File: src/rtl/clk_div_measure.sv
// clk_div_measure: measures the period and high time of a divided clock (sig_in)
// in clk_in cycles, flags 50% duty, detects a stable period (locked) and a
// missing edge (err_overflow).
// Ports:
//   clk_in       - measurement clock
//   rst_n        - asynchronous active-low reset
//   sig_in       - divided clock under test, sampled as data
//   period       - clk_in cycles between the last two sig_in rising edges
//   high_time    - clk_in cycles sig_in was high within that period
//   valid        - one-cycle pulse when period/high_time/even update
//   even         - period is even and high_time is exactly half of it
//   locked       - LOCK_CNT consecutive equal periods seen
//   err_overflow - sticky: no rising edge within 2^CNT_W-1 cycles
// Build option: define CLK_DIV_MEASURE_SYNC_EN to add a 2-flop synchronizer on
// sig_in (for asynchronous sources). Measured values are unchanged; valid
// arrives 2 cycles later.
module clk_div_measure #(
  parameter int CNT_W    = 8,
  parameter int LOCK_CNT = 3
) (
  input  logic             clk_in,
  input  logic             rst_n,
  input  logic             sig_in,
  output logic [CNT_W-1:0] period,
  output logic [CNT_W-1:0] high_time,
  output logic             valid,
  output logic             even,
  output logic             locked,
  output logic             err_overflow
);

  localparam int MW = (LOCK_CNT < 1) ? 1 : $clog2(LOCK_CNT + 1);
  localparam logic [MW-1:0]    LOCK_V  = MW'(LOCK_CNT);
  localparam logic [MW-1:0]    MATCH_1 = MW'(1);
  localparam logic [CNT_W-1:0] CNT_MAX = '1;
  localparam logic [CNT_W-1:0] CNT_ONE = CNT_W'(1);

  typedef enum logic [1:0] {IDLE, ARM, MEASURE} state_t;

  state_t          state;
  logic            sig_s;
  logic            sig_d;
  logic            rise;
  logic [CNT_W-1:0] cnt;
  logic [CNT_W-1:0] hcnt;
  logic [CNT_W-1:0] prev_period;
  logic            have_prev;
  logic [MW-1:0]   match_cnt;
  logic [MW-1:0]   match_nxt;
  logic            even_nxt;

`ifdef CLK_DIV_MEASURE_SYNC_EN
  logic [1:0] sync_q;

  always_ff @(posedge clk_in or negedge rst_n) begin
    if (!rst_n) begin
      sync_q <= '0;
    end else begin
      sync_q <= {sync_q[0], sig_in};
    end
  end

  assign sig_s = sync_q[1];
`else
  // sig_in is assumed synchronous to clk_in in this build.
  assign sig_s = sig_in;
`endif

  assign rise = sig_s & ~sig_d;

  // On a capturing edge, cnt is the completed period and hcnt its high time.
  assign even_nxt = (cnt[0] == 1'b0) && (hcnt == (cnt >> 1));

  // The very first capture only seeds prev_period; later captures compare.
  always_comb begin
    match_nxt = match_cnt;
    if (!have_prev) begin
      match_nxt = '0;
    end else if (cnt == prev_period) begin
      if (match_cnt != LOCK_V) begin
        match_nxt = match_cnt + MATCH_1;
      end
    end else begin
      match_nxt = '0;
    end
  end

  always_ff @(posedge clk_in or negedge rst_n) begin
    if (!rst_n) begin
      state        <= IDLE;
      sig_d        <= 1'b0;
      cnt          <= '0;
      hcnt         <= '0;
      prev_period  <= '0;
      have_prev    <= 1'b0;
      match_cnt    <= '0;
      period       <= '0;
      high_time    <= '0;
      valid        <= 1'b0;
      even         <= 1'b0;
      locked       <= 1'b0;
      err_overflow <= 1'b0;
    end else begin
      sig_d <= sig_s;
      valid <= 1'b0;
      case (state)
        IDLE: begin
          if (rise) begin
            state <= ARM;
            cnt   <= CNT_ONE;
            hcnt  <= CNT_ONE;
          end
        end
        ARM, MEASURE: begin
          if (rise) begin
            // ARM interval may be partial, so only MEASURE edges report.
            state <= MEASURE;
            cnt   <= CNT_ONE;
            hcnt  <= CNT_ONE;
            if (state == MEASURE) begin
              period      <= cnt;
              high_time   <= hcnt;
              even        <= even_nxt;
              valid       <= 1'b1;
              prev_period <= cnt;
              have_prev   <= 1'b1;
              match_cnt   <= match_nxt;
              locked      <= (match_nxt == LOCK_V);
            end
          end else if (cnt == CNT_MAX) begin
            // No edge within counter range: restart from scratch, keep outputs.
            state        <= IDLE;
            cnt          <= '0;
            hcnt         <= '0;
            err_overflow <= 1'b1;
            locked       <= 1'b0;
            match_cnt    <= '0;
            have_prev    <= 1'b0;
          end else begin
            cnt <= cnt + CNT_ONE;
            if (sig_s) begin
              hcnt <= hcnt + CNT_ONE;
            end
          end
        end
        default: state <= IDLE;
      endcase
    end
  end

endmodule

File: config.mk
export PLATFORM = sky130hd
export DESIGN_NAME = clk_div_measure
export DESIGN_NICKNAME = d
export VERILOG_FILES = /design/src/rtl/clk_div_measure.sv
export SDC_FILE = /design/constraint.sdc
export NUM_CORES = 1
export LEC_CHECK = 0
export ABC_CLOCK_PERIOD_IN_PS = 2390
export BUFFER_PORTS_ARGS = -buffer_cell sky130_fd_sc_hd__clkbuf_2
export CORE_MARGIN = 3
export CORE_UTILIZATION = 40
export CTS_BUF_LIST = sky130_fd_sc_hd__clkbuf_16
export DETAILED_ROUTE_END_ITERATION = 8
export SKIP_LAST_GASP = 1
export SYNTH_ARGS = -nofsm -noshare
export SYNTH_HDL_FRONTEND = slang
export SYNTH_SLANG_ARGS = --single-unit
File: constraint.sdc
create_clock -name clk_in -period 2.39 [get_ports clk_in]
set_input_delay 0.239 -clock clk_in [delete_from_list [all_inputs] [get_ports clk_in]]
set_output_delay 0.239 -clock clk_in [all_outputs]
set_load 0.02 [all_outputs]
==> metrics.md <==
| Metric | Value |
|---|---|
| Status | `complete, no violations` |
| Setup ws final | `0.352 ns` |
| Synth Instances | `233` |
| Worst slew pin tran | `around 0.58 ns` |
| CP bufs+invs | `1` |
| Fin area | `approximately 0.0026 mm^2` |
| Crit path time final | `2.04 ns` |
| Total wire length | `4.67 mm` |
| CP Data Required Time | `2.55 ns` |
| Synth top cells by count | `nand2_1 (52), dfrtp_1 (42), nor2_1 (13)` |
| Data arrival time of the critical path | `2.20 ns` |
| Post-synth ARST share | `1.00` |
| Slowest stage delay, CP | `0.53 ns` |
| Core area | `roughly 0.0052 mm^2` |
| Port bufs | `22` |
| Seq/Total Area, Yosys | `0.474` |
| Share of cells above drive strength 1 | `0.180` |
| Min Hold Slack | `0.140 ns` |
| Initial antenna violation count | `0` |
| Drc violations | `0` |
| Final slew viol count | `0` |
| Count leader, synth | `nand2_1` |
| Avg Inst Size Synth | `9.51 um^2` |
| Worst-path cell chain | `inv_1 -> ha_1 -> nor2_1 -> a2111oi_4 -> xnor2_1 -> nor2_1` |
| Final GP Congestion | `between 0.8 and 0.9` |
| Crit-path slowest cell | `ha_1` |
| Worst setup SP type | `flop` |
| Setup total negative slack | `0 ns` |
| Setup-failing EPs final | `0` |
| CP top delay family | `adder cells` |
| Max-Cap Viols | `0` |
| Leak | `1.28 nW` |
| Drt wl/cell | `14.4 um` |
| Slew headroom | `0.610` |
| Initial core utilization | `0.423` |
| Grt met1 use | `0.230` |
| Max Buffers Root-to-Sink | `2` |
| Gr usage total | `0.172` |
| Nets@finish | `roughly 260` |
| Antenna-violating nets left | `0` |
| Synth cell types | `46` |
| Syn. warnings | `0` |
| Period utilization | `0.853` |
| Main synth FF type | `dfrtp_1` |
| First-pass GRT wire length | `8.49 mm` |
| Power Total | `2.77 mW` |
| Achievable clock frequency | `491 MHz` |
| Final global-route overflow total | `0` |
| Num CTS Buffers | `5` |
| CP max FO | `14` |
| Synth Register Bits | `42` |
| Final Hold Viols | `0` |
| CTS Sinks | `42` |
| Pwr per Cell Area | `~1100 mW/mm^2` |
| CTS root buf | `clkbuf_16` |
| Dpl hpwl | `3.33 mm` |
| Max IR drop VDD | `0.464 mV` |
| Clk pin slew, worst setup/hold paths | `0.06 ns` |
| Clock Skew | `0.00222 ns` |
| CTS resizes | `0` |
| Via Count | `1,682` |
| Syn nets | `242` |
| DRT iter0 DRCs | `between 80 and 90` |
| Vias per cell | `5.18` |
| CP Capture Type | `flop` |
| Post-DP Area | `0.00238 mm^2` |
| GRT busiest layer | `met2` |
| Dpl ws | `0.374 ns` |
| Largest area contributor in the netlist | `dfrtp_1` |
| CP most frequent cell | `nor2_1` |
| # diodes | `0` |
| I/O pins | `23` |
| Postcts setup bufs | `0` |
| Row count | `26` |
| Die footprint | `0.00647 mm^2` |
| Post-synth EDFFs | `0` |
| H-tree levels | `2` |
| Worst hold-check path type | `input pin to flop` |
| RSZ-0062 raised after global routing | `no` |
| Met3 Track Usage GR | `0.0336` |
| Skew-Pair Late Insertion Delay | `0.29 ns` |
| DR pass1 iterations | `4` |
| Die width | `80.4 um` |
| CTS tree | `done` |
| Area grow syn2layout | `15.5%` |
| Largest net degree at the start of global routing | `27` |
| Vias in the first global route | `roughly 1,800` |
| Post-Syn Area | `0.00222 mm^2` |
| Die height | `between 80 and 90 um` |
| CP Class | `flop to flop` |
| Top post-synthesis cells by area | `dfrtp_1 (47%), nand2_1 (8.8%), xor2_1 (4.7%)` |
| Grt met2 use | `0.266` |
| Post-synth top area share | `0.474` |
per-layer routing:
layer | vias up | wire length (um)
met2 | 26 | 2070
met4 | 0 | 90
met5 | - | 0
li1 | 843 | -
met1 | 806 | 2350
met3 | 7 | 157
flip-flops by register name, indices dropped and copies added, names as in the netlist, 2 cells and up:
signal	flops
cnt	8
hcnt	8
high_time	8
match_cnt	2
prev_period	8
state	2
area by class of cell:
class,instances,area (um^2)
Sequential cell,42,1050
Multi-Input combinational cell,167,1050
Fill cell,481,2680
Clock buffer,5,125
Clock inverter,3,43.8
Tap cell,70,87.6
Inverter,9,33.8
Timing Repair Buffer,29,165
worst reg2reg max path: cells and delay by family, from the launching register on:
family / cells / cell delay (ns)
buffers and inverters: 1 / 0.11
xor gates and xnor gates: 1 / 0.15
adders and majority gates: 1 / 0.53
AOI/OAI and AO/OA: 1 / 0.39
and+or+nand+nor: 2 / 0.34
DFF: 1 / 0.39
through the flow:
step / utilization / instances
floorplan: - / 233
global route: 0.489 / 325
detailed placement: 0.455 / 316
finish: 0.489 / 325
global placement: 0.455 / 316
CTS: 0.489 / 325
cells by family (layout without fill, tap and decap cells):
family / count (synthesis) / count (layout) / synth area share
mux: 2 / 2 / 0.0102
compound gates: 38 / 38 / 0.140
fa+ha+maj: 6 / 6 / 0.0339
simple gates: 101 / 101 / 0.212
buf+inv: 24 / 46 / 0.0503
flops: 42 / 42 / 0.474
xor+xnor: 20 / 20 / 0.0791
power by group:
group	total [mW]	leakage, nW	internal (mW)	switching [mW]
logic	0.934	0.633	0.372	0.562
registers	1.06	0.562	0.863	0.197
clock network	0.775	0.0842	0.494	0.281
cell usage in the layout, fill, tap and decap left out, types with 6 or more instances in the layout:
master    netlist  final
nand2_1        52     52
dfrtp_1        42     42
clkbuf_2        0     22
nor2_1         13     13
xor2_1         12     12
nand3_1        11     11
inv_1           8      8
xnor2_1         8      8
a221o_1         6      6
ha_1            6      6
buf_4           0      6
worst paths after layout:
| kind | depth (start not counted) | from | end | slack, ns |
|---|---|---|---|---|
| max | 6 | state[0] | cnt[5] | 0.35 |
| min | 1 | sig_in | sig_d | 0.14 |
| max in group asynchronous | 3 | rst_n | prev_period[1] | 1.30 |
| min reg2reg | 1 | have_prev | have_prev | 0.47 |
| max reg2reg | 6 | state[0] | cnt[5] | 0.35 |
| min in group asynchronous | 2 | rst_n | match_cnt[0] | 0.41 |
what timing repair did:
action / in CTS / in global routing
hold buffers: 1 / 0
hold endpoints to repair: 16 / 0
endpoints found under the setup margin: 0 / 0
Power figures use the tool's default switching activity.
